<file path="src/rtl/mul_seq.sv">
`default_nettype none
//------------------------------------------------------------------------------
// Module   : mul_seq
// Brief    : Iterative shift-add multiplier for the MUL instruction. Stalls the
//            core while running and issues one write-back strobe with the low
//            WIDTH bits of the product. Optional macro: MUL_SEQ_EARLY_EXIT_EN.
// Revision : 1.0 - initial release
//------------------------------------------------------------------------------
module mul_seq #(
   parameter int WIDTH = 64
) (
   input  logic             clk,
   input  logic             reset,
   input  logic             start,
   input  logic [WIDTH-1:0] a,
   input  logic [WIDTH-1:0] b,
   input  logic [4:0]       rd_in,
   output logic             stall,
   output logic             done,
   output logic             wr_en,
   output logic [4:0]       rd_out,
   output logic [WIDTH-1:0] result
);

   localparam int                 c_cnt_w = $clog2(WIDTH) + 1;
   localparam logic [c_cnt_w-1:0] c_last  = c_cnt_w'(WIDTH - 1);
   localparam logic [c_cnt_w-1:0] c_one   = c_cnt_w'(1);

   typedef enum logic [1:0] {
      st_idle = 2'd0,
      st_run  = 2'd1,
      st_done = 2'd2
   } state_t;

   state_t             r_state;
   logic [WIDTH-1:0]   r_acc;
   logic [WIDTH-1:0]   r_mcand;
   logic [WIDTH-1:0]   r_mplier;
   logic [c_cnt_w-1:0] r_cnt;
   logic [WIDTH-1:0]   r_result;
   logic [4:0]         r_rd;
   logic               r_done;

   logic [WIDTH-1:0]   w_acc_next;
   logic [WIDTH-1:0]   w_mplier_next;
   logic               w_last;

   assign w_acc_next    = r_mplier[0] ? (r_acc + r_mcand) : r_acc;
   assign w_mplier_next = r_mplier >> 1;

`ifdef MUL_SEQ_EARLY_EXIT_EN
   // No set bits left in the multiplier means no further adds can change acc.
   assign w_last = (r_cnt == c_last) || (w_mplier_next == '0);
`else
   assign w_last = (r_cnt == c_last);
`endif

   always_ff @(posedge clk or posedge reset) begin
      if (reset) begin
         r_state  <= st_idle;
         r_acc    <= '0;
         r_mcand  <= '0;
         r_mplier <= '0;
         r_cnt    <= '0;
         r_result <= '0;
         r_rd     <= '0;
         r_done   <= 1'b0;
      end else begin
         case (r_state)
            st_idle: begin
               r_done <= 1'b0;
               if (start) begin
                  r_mcand  <= a;
                  r_mplier <= b;
                  r_rd     <= rd_in;
                  r_acc    <= '0;
                  r_cnt    <= '0;
                  r_state  <= st_run;
               end
            end
            st_run: begin
               r_acc    <= w_acc_next;
               r_mcand  <= r_mcand << 1;
               r_mplier <= w_mplier_next;
               r_cnt    <= r_cnt + c_one;
               if (w_last) begin
                  r_result <= w_acc_next;
                  r_done   <= 1'b1;
                  r_state  <= st_done;
               end
            end
            st_done: begin
               // The same MUL is still presented here, so start is ignored.
               r_done  <= 1'b0;
               r_state <= st_idle;
            end
            default: begin
               r_done  <= 1'b0;
               r_state <= st_idle;
            end
         endcase
      end
   end

   // Combinational so the PC is released in the DONE cycle itself.
   assign stall  = !reset && (((r_state == st_idle) && start) || (r_state == st_run));
   assign done   = r_done;
   assign wr_en  = r_done;
   assign rd_out = r_rd;
   assign result = r_result;

endmodule
`default_nettype wire

</file>
<file path="config.mk">
export PLATFORM = sky130hd
export DESIGN_NAME = mul_seq
export DESIGN_NICKNAME = d
export VERILOG_FILES = /design/src/rtl/mul_seq.sv
export SDC_FILE = /design/constraint.sdc
export NUM_CORES = 1
export LEC_CHECK = 0
export BUFFER_PORTS_ARGS = -buffer_cell sky130_fd_sc_hd__buf_2
export CORE_MARGIN = 10
export CORE_UTILIZATION = 25
export CTS_CLUSTER_DIAMETER = 150
export DETAILED_ROUTE_END_ITERATION = 6
export PLACE_DENSITY = 0.4
export RECOVER_POWER = 100
export SLEW_MARGIN = 20
export SYNTH_ARGS = -nofsm -noshare
export SYNTH_HDL_FRONTEND = slang
export SYNTH_SLANG_ARGS = --single-unit
export TNS_END_PERCENT = 1
</file>
<file path="constraint.sdc">
create_clock -name clk -period 10.8 [get_ports clk]
set_input_delay 0.54 -clock clk [delete_from_list [all_inputs] [get_ports clk]]
set_output_delay 0.54 -clock clk [all_outputs]
set_load 0.03 [all_outputs]
</file>
==> results.py, run 1 <==
metrics = {
    "power": {
        "power.total_mw": 5.20,
        "internal_power_mw": 2.95,
        "combPwrFrac": 0.440,
        "powerDensity_nw_per_um2": 295,
        "power_leakage_nw": 7.85,
        "clkPwrFrac": 0.224,
        "irDropWorstVdd_uv": 127,
        "pwr-share-seq": 0.336,
        "swShare": 0.432,
        "switching_power_mw": 2.25,
    },
    "layout": {
        "mostFrequentLayoutCells": "nand2_1 (280), dfrtp_1 (269), o21ai_0 (227), buf_2 (134), a22oi_1 (124)",
        "drive_gt1_frac": 0.124,
        "syn_to_final_growth_pct": 18.5,
        "final_common_cell": "nand2_1",
        "finalNetCount": 1983,
        "utilization": 0.299,
        "instances_no_fill": 2578,
    },
    "detailed_routing": {
        "wl_um": 52700,
        "dr.first_iter.drc_count": 852,
        "firstDrtPassIters": 5,
        "via_per_inst": 5.03,
        "wl_met3_um": 3400,
        "dr.max_layer_used": "met5",
        "dr_wl_met2_um": 23500,
        "drcViolationCount": 0,
        "wl_per_cell_um": 20.4,
        "wl_met1_um": 24800,
        "vias": 13000,
        "ant_nets": 0,
    },
    "setup_path": {
        "path_max_fanout": 83,
        "rrSetupSlack_ns": 4.30,
        "crit_arrival_ns": 6.00,
        "r2r-start": "r_state[1]",
        "crit_required_ns": 10.26,
        "crit_start": "r_state[0]",
        "end_kind": "output pin",
        "path_class": "reg -> out",
        "startpoint_type": "flip-flop",
    },
    "floorplanning": {
        "rows": 89,
        "core_area_um2": 59000,
        "die-area_um2": 69700,
        "ios": 208,
        "initial_core_util": 0.252,
        "die_x_um": 264,
        "die_h_um": 264,
    },
    "min_path": {
        "hold_path_class": "in -> reg",
        "min-delay-start": "rd_in[4]",
    },
    "synth": {
        "synth_ff_type": "dfrtp_1",
        "ys_ff_latch": 271,
        "synth_seq_area_share": 0.455,
        "syn-mean-instance-area_um2": 9.11,
        "syn_area_um2": 14900,
        "synth_cells": 1635,
        "synth.distinct_cells": 63,
        "ys_warn_count": 0,
        "synthesis.nets": 1836,
        "synthArstFlopShare": 1.00,
        "synth_edf_count": 0,
    },
    "grt": {
        "track_usage": 0.146,
        "antenna_found_initial": 9,
        "grt_pass1_vias": 13300,
        "grt_first_pass_wirelength_um": 81600,
        "grt-ovfl-total": 0,
        "grt_max_degree": 99,
    },
    "timing": {
        "hold_ws_ns": 0.179,
        "fmax_ghz": 0.153,
        "fin_skew_ns": 0.0243,
        "maxSlewViolCount": 498,
        "worstMarginPinSlew_ns": 5.13,
        "min_period_ns": 6.54,
        "setup_viol_count_final": 0,
        "rsz0062_at_grt": "no",
        "finalCritPeriodShare": 0.605,
        "hold_viol": 0,
        "slew-limit-headroom": -2.42,
        "fin_tns_setup_ns": 0,
    },
    "clocking": {
        "cts_buffer_depth": 3,
        "post-cts-setup-buffers": 0,
        "cts_resized": 0,
        "clockRootBuffer": "clkbuf_16",
        "cts_hold_buf": 0,
        "clock-sinks": 271,
        "tritoncts": "done",
        "path_clk_slew_ns": 0.05,
        "cts-buffers-inserted": 36,
        "insertion_delay_ns": 0.55,
        "htreeDepth": 2,
    },
    "outcome": {
        "outcome": "finished with violations",
        "violations": "capacitance limit, slew limit",
    },
    "placed_design": {
        "place_congestion": 0.828,
        "dp_cells": 2517,
        "port_buffers": 207,
        "hpwlAfterDp_um": 36600,
    },
    "job": {
        "maxCapViolCount": 7,
    },
}
synth_stat cells, types with 10 or more instances:
master    instances  area, um2
ha_1             64        801
clkbuf_1         97        364
a21o_1           28        210
mux2i_1          39        390
a21oi_1         117        586
inv_1            21       78.8
dfrtp_1         271       6780
a22o_1           52        455
o21bai_1         12       90.1
nand2_1         280       1050
nor2b_1          13       81.3
nand4_1          17        106
o21ai_0         226       1130
nor3_1           10       50.1
xnor2_1          29        254
and3_1           12       75.1
nor2_1           70        263
a22oi_1         124        931
xor2_1           32        280
nand3_1          18       90.1
sequential cells by signal (all words and copies together), names as in the netlist:
name      cells
r_cnt         7
result       64
r_acc        64
r_mcand      64
rd_out        5
r_state       2
r_mplier     64
done          1
layout make-up:
cell class	instances	area [um2]
Tap cell	773	967
Clock buffer	54	1100
Antenna cell	1	2.50
Fill cell	6310	41400
Timing Repair Buffer	222	1040
Multi-Input combinational cell	1229	7620
Clock inverter	6	41.3
Sequential cell	271	6790
Inverter	22	83.8
cells by family after synthesis:
group	Yosys count	share of synthesized area
AO/OA/AOI/OAI	625	0.268
AND/OR/NAND/NOR	438	0.124
flip-flops	271	0.455
buffers and inverters	135	0.0349
adder cells (fa/ha/maj)	65	0.0551
XOR/XNOR	61	0.0359
multiplexers	40	0.0270
metal layers:
metal	GRT usage	vias to the layer above
li1	-	6206
met1	0.197	6359
met2	0.227	325
met3	0.0407	64
met4	0.0331	14
met5	0	-
power groups by stage:
stage	clock, mW	combinational, mW	sequential, mW
global route	1.25	2.56	1.80
CTS	1.21	2.34	1.74
detailed placement	0	2.33	1.76
global placement	0	2.32	1.75
floorplan	0	1.56	1.79
finish	1.17	2.29	1.74
path summary, 6_finish.rpt:
check / end / cells after the start
min: rd_out[4] / 3
max: stall / 4
max in group asynchronous: r_mcand[30] / 4
min reg2reg: result[48] / 2
min in group asynchronous: r_mplier[44] / 2
max reg2reg: r_acc[49] / 6
critical path, stage by stage (launching register included):
cell and delay [ns]:
dfrtp_1 1.00, nor2_1 0.34, or2_0 3.62, nor2_1 0.06, clkbuf_1 0.36
per-stage QoR:
step	cell area, um2	setup WS (ns)
after floorplan	14900	2.79
after global placement	16600	6.86
after detailed placement	16600	7.17
after CTS	17800	7.14
after global routing	17600	3.55
final	17600	4.26
No activity file was read; power rests on OpenSTA's default activity.
==> run 2, diff against run 1 <==
--- a/config.mk
+++ b/config.mk
@@ -10,7 +10,7 @@
 export CORE_UTILIZATION = 25
 export CTS_CLUSTER_DIAMETER = 150
 export DETAILED_ROUTE_END_ITERATION = 6
-export PLACE_DENSITY = 0.4
+export PLACE_DENSITY = 0.42
 export RECOVER_POWER = 100
 export SLEW_MARGIN = 20
 export SYNTH_ARGS = -nofsm -noshare
==> constraint.sdc (replaced) <==
create_clock -name clk -period 5.55 [get_ports clk]
set_input_delay 0.2775 -clock clk [delete_from_list [all_inputs] [get_ports clk]]
set_output_delay 0.2775 -clock clk [all_outputs]
set_load 0.03 [all_outputs]
==> results.py, run 2 (synthesized netlist as in run 1, its figures left out) <==
metrics = {
    "floorplanning": {
        "core_area_um2": 59000,
        "die_h_um": 264,
        "die-area_um2": 69700,
        "die_x_um": 264,
        "rows": 89,
        "initial_core_util": 0.252,
        "ios": 208,
    },
    "setup_path": {
        "r2r_end": "r_acc[52]",
        "startpoint_type": "flip-flop",
        "critPathSlowestCell": "o21ai_0",
        "path_max_fanout": 49,
        "crit_required_ns": 6.02,
        "r2r_cells": 5,
        "crit_chain": "nand2b_1, clkbuf_2, o21ai_0, buf_4, a22o_1",
        "end_kind": "flip-flop",
        "r2r-start": "r_state[0]",
        "slowest_delay_ns": 1.91,
        "rrSetupSlack_ns": 1.20,
        "crit_arrival_ns": 4.81,
        "path_class": "reg -> reg",
    },
    "timing": {
        "slew-limit-headroom": -1.03,
        "fin_skew_ns": 0.0204,
        "finalCritPeriodShare": 0.783,
        "fin_tns_setup_ns": 0,
        "setup_viol_count_final": 0,
        "rsz0062_at_grt": "no",
        "fmax_ghz": 0.230,
        "min_period_ns": 4.35,
        "hold_viol": 0,
        "maxSlewViolCount": 357,
        "worstMarginPinSlew_ns": 3.05,
    },
    "grt": {
        "grt_max_degree": 128,
        "grt_pass1_vias": 13400,
        "track_usage": 0.145,
        "grt_first_pass_wirelength_um": 81600,
        "grt-ovfl-total": 0,
        "antenna_found_initial": 9,
    },
    "layout": {
        "seq_area_um2": 6790,
        "utilization": 0.303,
        "final_common_cell": "nand2_1",
        "fill_cells": 6312,
        "finalNetCount": 2006,
        "multiInputGateArea_um2": 7580,
        "drive_gt1_frac": 0.123,
        "mostFrequentLayoutCells": "nand2_1 (280), dfrtp_1 (268), o21ai_0 (228), buf_2 (134), a22oi_1 (124)",
        "syn_to_final_growth_pct": 20.2,
    },
    "clocking": {
        "cts-buffers-inserted": 36,
        "cts_buffer_depth": 3,
        "clockRootBuffer": "clkbuf_16",
        "htreeDepth": 2,
        "clock-sinks": 271,
        "insertion_delay_ns": 0.55,
        "tritoncts": "done",
        "path_clk_slew_ns": 0.06,
        "cts_resized": 0,
    },
    "detailed_routing": {
        "ant_nets": 0,
        "wl_per_cell_um": 20.0,
        "vias": 13000,
        "drcViolationCount": 0,
        "wl_um": 52000,
        "firstDrtPassIters": 7,
        "via_per_inst": 4.98,
        "dr.first_iter.drc_count": 974,
    },
    "min_path": {
        "hold_path_class": "in -> reg",
        "min-delay-start": "b[10]",
        "worstHoldPathCells": 3,
        "hold_end": "r_mplier[10]",
    },
    "job": {
        "maxCapViolCount": 6,
    },
    "outcome": {
        "outcome": "finished with violations",
        "violations": "capacitance limit, slew limit",
    },
    "placed_design": {
        "place_congestion": 0.840,
        "port_buffers": 207,
        "hpwlAfterDp_um": 36100,
    },
    "power": {
        "power_leakage_nw": 7.97,
        "irDropWorstVdd_uv": 203,
        "powerDensity_nw_per_um2": 570,
    },
}
==> run 2: cell count changes in the layout (fill, tap and decap cells not counted), sizes merged <==
cell,change
buf,-1
bufinv,+3
diode,+1
clkbuf,+4
clkinv,-3
dlygate4sd3,+21
==> run 2: area by class of cell <==
class | count | share of cell area
well taps | 773 | 0.0540
clock buffers | 55 | 0.0605
repair buffers | 245 | 0.0715
flip-flops and latches | 271 | 0.380
diodes | 2 | 0.000280
multi-input cells | 1229 | 0.424
clock inverters | 6 | 0.00587
inverters | 22 | 0.00468
==> run 2: worst max-delay path by stage <==
stage | slack (ns) | from | cells past startpoint | end
floorplan | 1.69 | reset | 1 | done
CTS | 1.72 | r_state[0] | 5 | stall
finish | 1.20 | r_state[0] | 5 | r_acc[52]
global placement | 2.01 | r_acc[0] | 14 | r_acc[50]
detailed placement | 1.94 | r_acc[0] | 14 | result[50]
global route | 0.76 | r_state[0] | 6 | r_acc[41]
==> run 2: worst max-delay path: cells and delay by family (launching register included) <==
kind            cells  cell delay (ns)
compound gates      2             2.14
buf+inv             2             1.10
simple gates        1             0.10
flops               1             0.87
==> run 2: layer usage <==
layer / share of wire / GRT usage / vias up
li1: - / - / 6258
met1: 0.47 / 0.196 / 6341
met2: 0.45 / 0.226 / 290
met3: 0.063 / 0.0396 / 71
met4: 0.017 / 0.0346 / 14
met5: 0.0015 / 0 / -
==> run 2: per-stage QoR <==
step / hold WS [ns] / cell area, um2 / instances / setup slack, ns / total power, mW
3_3_place_gp: 0.315 / 16700 / 2519 / 2.01 / 7.90
4_1_cts: 0.00130 / 18100 / 2601 / 1.72 / 10.4
2_1_floorplan: 0.383 / 14900 / 1635 / 1.69 / 6.52
3_5_place_dp: 0.312 / 16700 / 2519 / 1.94 / 7.94
6_report: 0.0312 / 17900 / 2603 / 1.20 / 10.2
5_1_grt: 0.0209 / 17900 / 2602 / 0.763 / 11.0
==> run 2: repair_timing <==
item,CTS,global route
endpoints found under the hold margin,34,0
hold buffers,21,0
buffers inserted,0,0
==> run 2: where the power goes <==
| group | switching (mW) | total, mW | internal (mW) |
|---|---|---|---|
| clock | 0.909 | 2.38 | 1.48 |
| combinational | 2.78 | 4.44 | 1.67 |
| sequential | 0.658 | 3.38 | 2.72 |
==> run 3, diff against run 2 <==
--- a/config.mk
+++ b/config.mk
@@ -5,12 +5,13 @@
 export SDC_FILE = /design/constraint.sdc
 export NUM_CORES = 1
 export LEC_CHECK = 0
+export ABC_AREA = 1
 export BUFFER_PORTS_ARGS = -buffer_cell sky130_fd_sc_hd__buf_2
 export CORE_MARGIN = 10
 export CORE_UTILIZATION = 25
 export CTS_CLUSTER_DIAMETER = 150
 export DETAILED_ROUTE_END_ITERATION = 6
-export PLACE_DENSITY = 0.42
+export PLACE_DENSITY = 0.41
 export RECOVER_POWER = 100
 export SLEW_MARGIN = 20
 export SYNTH_ARGS = -nofsm -noshare
==> constraint.sdc (replaced) <==
create_clock -name clk -period 3.5 [get_ports clk]
set_input_delay 0.175 -clock clk [delete_from_list [all_inputs] [get_ports clk]]
set_output_delay 0.175 -clock clk [all_outputs]
set_load 0.03 [all_outputs]
==> results.py, run 3 <==
metrics = {
    "layout": {
        "final_common_cell": "nand2_1",
        "fill_cells": 7365,
        "antenna_cells": 0,
        "seq_area_um2": 6780,
        "finalNetCount": 3051,
        "syn_to_final_growth_pct": 25.3,
        "drive_gt1_frac": 0.0866,
        "mostFrequentLayoutCells": "nand2_1 (870), inv_1 (361), nor2_1 (355), dfrtp_1 (270), nand3_1 (154)",
        "multiInputGateArea_um2": 8470,
    },
    "timing": {
        "fin_tns_setup_ns": 0,
        "min_period_ns": 3.17,
        "slew-limit-headroom": -0.186,
        "hold_viol": 0,
        "maxSlewViolCount": 150,
        "fmax_ghz": 0.316,
        "setup_viol_count_final": 0,
        "setup_ws_ns": 0.334,
        "finalCritPeriodShare": 0.905,
        "fin_skew_ns": 0.0336,
        "worstMarginPinSlew_ns": 1.77,
        "hold_ws_ns": 0.289,
        "rsz0062_at_grt": "no",
    },
    "clocking": {
        "tritoncts": "done",
        "path_clk_slew_ns": 0.05,
        "clockRootBuffer": "clkbuf_16",
        "htreeDepth": 2,
        "cts-buffers-inserted": 36,
        "clock-sinks": 271,
        "cts_resized": 0,
        "insertion_delay_ns": 0.58,
        "cts_buffer_depth": 3,
    },
    "detailed_routing": {
        "firstDrtPassIters": 5,
        "ant_nets": 0,
        "drcViolationCount": 0,
        "vias": 17000,
        "via_per_inst": 4.55,
        "wl_per_cell_um": 18.3,
        "dr.first_iter.drc_count": 911,
        "wl_um": 68400,
    },
    "setup_path": {
        "end_kind": "flip-flop",
        "path_class": "reg -> reg",
        "startpoint_type": "flip-flop",
        "crit_required_ns": 3.94,
        "crit_arrival_ns": 3.60,
        "path_max_fanout": 4,
    },
    "placed_design": {
        "port_buffers": 207,
        "pre_cts_ws_ns": 0.650,
        "hpwlAfterDp_um": 51100,
        "place_congestion": 0.928,
    },
    "synth": {
        "synth_ff_type": "dfrtp_1",
        "ys_ff_latch": 271,
        "synth_edf_count": 0,
        "synth_top_cells_by_count": "nand2_1 (871), inv_1 (360), nor2_1 (351)",
        "synth_largest_area_cell": "dfrtp_1",
        "synth_top_area_frac": 0.398,
        "synthesis.nets": 2734,
        "ys_warn_count": 0,
        "synth.distinct_cells": 36,
        "syn_area_um2": 17100,
        "synth_seq_area_share": 0.398,
        "synth_cells": 2533,
        "synth_most_common_cell": "nand2_1",
        "yosys-top-cells-area": "dfrtp_1 (40%), nand2_1 (19%), inv_1 (7.9%)",
        "syn-mean-instance-area_um2": 6.73,
        "synthArstFlopShare": 1.00,
    },
    "job": {
        "maxCapViolCount": 3,
    },
    "floorplanning": {
        "ios": 208,
        "die_x_um": 281,
        "rows": 95,
        "die_h_um": 281,
        "core_area_um2": 67400,
        "initial_core_util": 0.253,
        "die-area_um2": 79100,
    },
    "min_path": {
        "hold_path_class": "in -> reg",
    },
    "grt": {
        "grt_max_degree": 100,
        "antenna_found_initial": 2,
        "grt-ovfl-total": 0,
        "grt_first_pass_wirelength_um": 106000,
        "grt_pass1_vias": 17600,
        "track_usage": 0.173,
    },
    "power": {
        "irDropWorstVdd_uv": 279,
        "power_leakage_nw": 11.8,
        "powerDensity_nw_per_um2": 333,
    },
    "outcome": {
        "violations": "capacitance limit, slew limit",
        "outcome": "finished with violations",
    },
}
run 3: kinds of logic after synthesis:
| kind of cell | synth area share |
|---|---|
| AND/OR/NAND/NOR | 0.339 |
| buffers and inverters | 0.105 |
| AO/OA/AOI/OAI | 0.0948 |
| flip-flops | 0.398 |
| adder cells (fa/ha/maj) | 0.0481 |
| XOR/XNOR | 0.0154 |
run 3: area by class of cell:
type | count | area share
Clock buffer | 51 | 0.0471
Clock inverter | 13 | 0.00784
Sequential cell | 271 | 0.317
Multi-Input combinational cell | 1812 | 0.396
Timing Repair Buffer | 363 | 0.116
Inverter | 366 | 0.0646
Tap cell | 873 | 0.0511
run 3: repair_timing:
item / CTS / global route
buffers inserted: 0 / 0
hold buffers: 134 / 0
endpoints found under the hold margin: 160 / 0
run 3: power by group:
group	leakage, nW	switching (mW)	internal (mW)
registers	3.43	0	3.13
clock network	0.564	1.58	2.12
logic	7.85	0.122	0.158
total	11.8	1.70	5.41
run 3: routing by layer:
metal / up-vias / GRT usage / share of wire
li1: 8572 / - / -
met1: 8058 / 0.238 / 0.49
met2: 330 / 0.277 / 0.44
met3: 78 / 0.0313 / 0.048
met4: 4 / 0.0419 / 0.019
met5: - / 0 / 0.00047
run 3: worst paths after layout:
check                                   end       start  slack [ns]  depth (start not counted)
worst max-delay path              r_acc[56]  r_mcand[0]        0.33                         15
worst min-delay path            r_mplier[5]       start        0.29                          5
worst max register to register    r_acc[56]  r_mcand[0]        0.33                         15
worst min register to register    rd_out[1]   rd_out[1]        0.48                          2
max in group asynchronous       r_mcand[44]       reset        0.62                          4
min in group asynchronous         result[3]       reset        0.58                          3
run 3: worst max-delay path, stage by stage, from the launching register on:
cell,delay [ns]
dfrtp_1,0.37
ha_1,0.26
inv_1,0.08
fa_1,0.40
inv_1,0.14
nand3_1,0.08
nand2_1,0.18
nand2_1,0.07
nand2_1,0.17
nand2_1,0.11
nand3_1,0.45
nand2_1,0.25
nand3_1,0.15
nand3_1,0.13
nand3_1,0.11
nand2_1,0.08
run 3: per-stage QoR:
step / power (mW) / instances / utilization / instance area, um2
floorplan: 3.24 / 2533 / - / 17100
global placement: 3.37 / 3551 / 0.283 / 19000
detailed placement: 3.37 / 3551 / 0.283 / 19000
CTS: 7.26 / 3749 / 0.320 / 21600
global route: 7.39 / 3749 / 0.317 / 21400
finish: 7.11 / 3749 / 0.317 / 21400
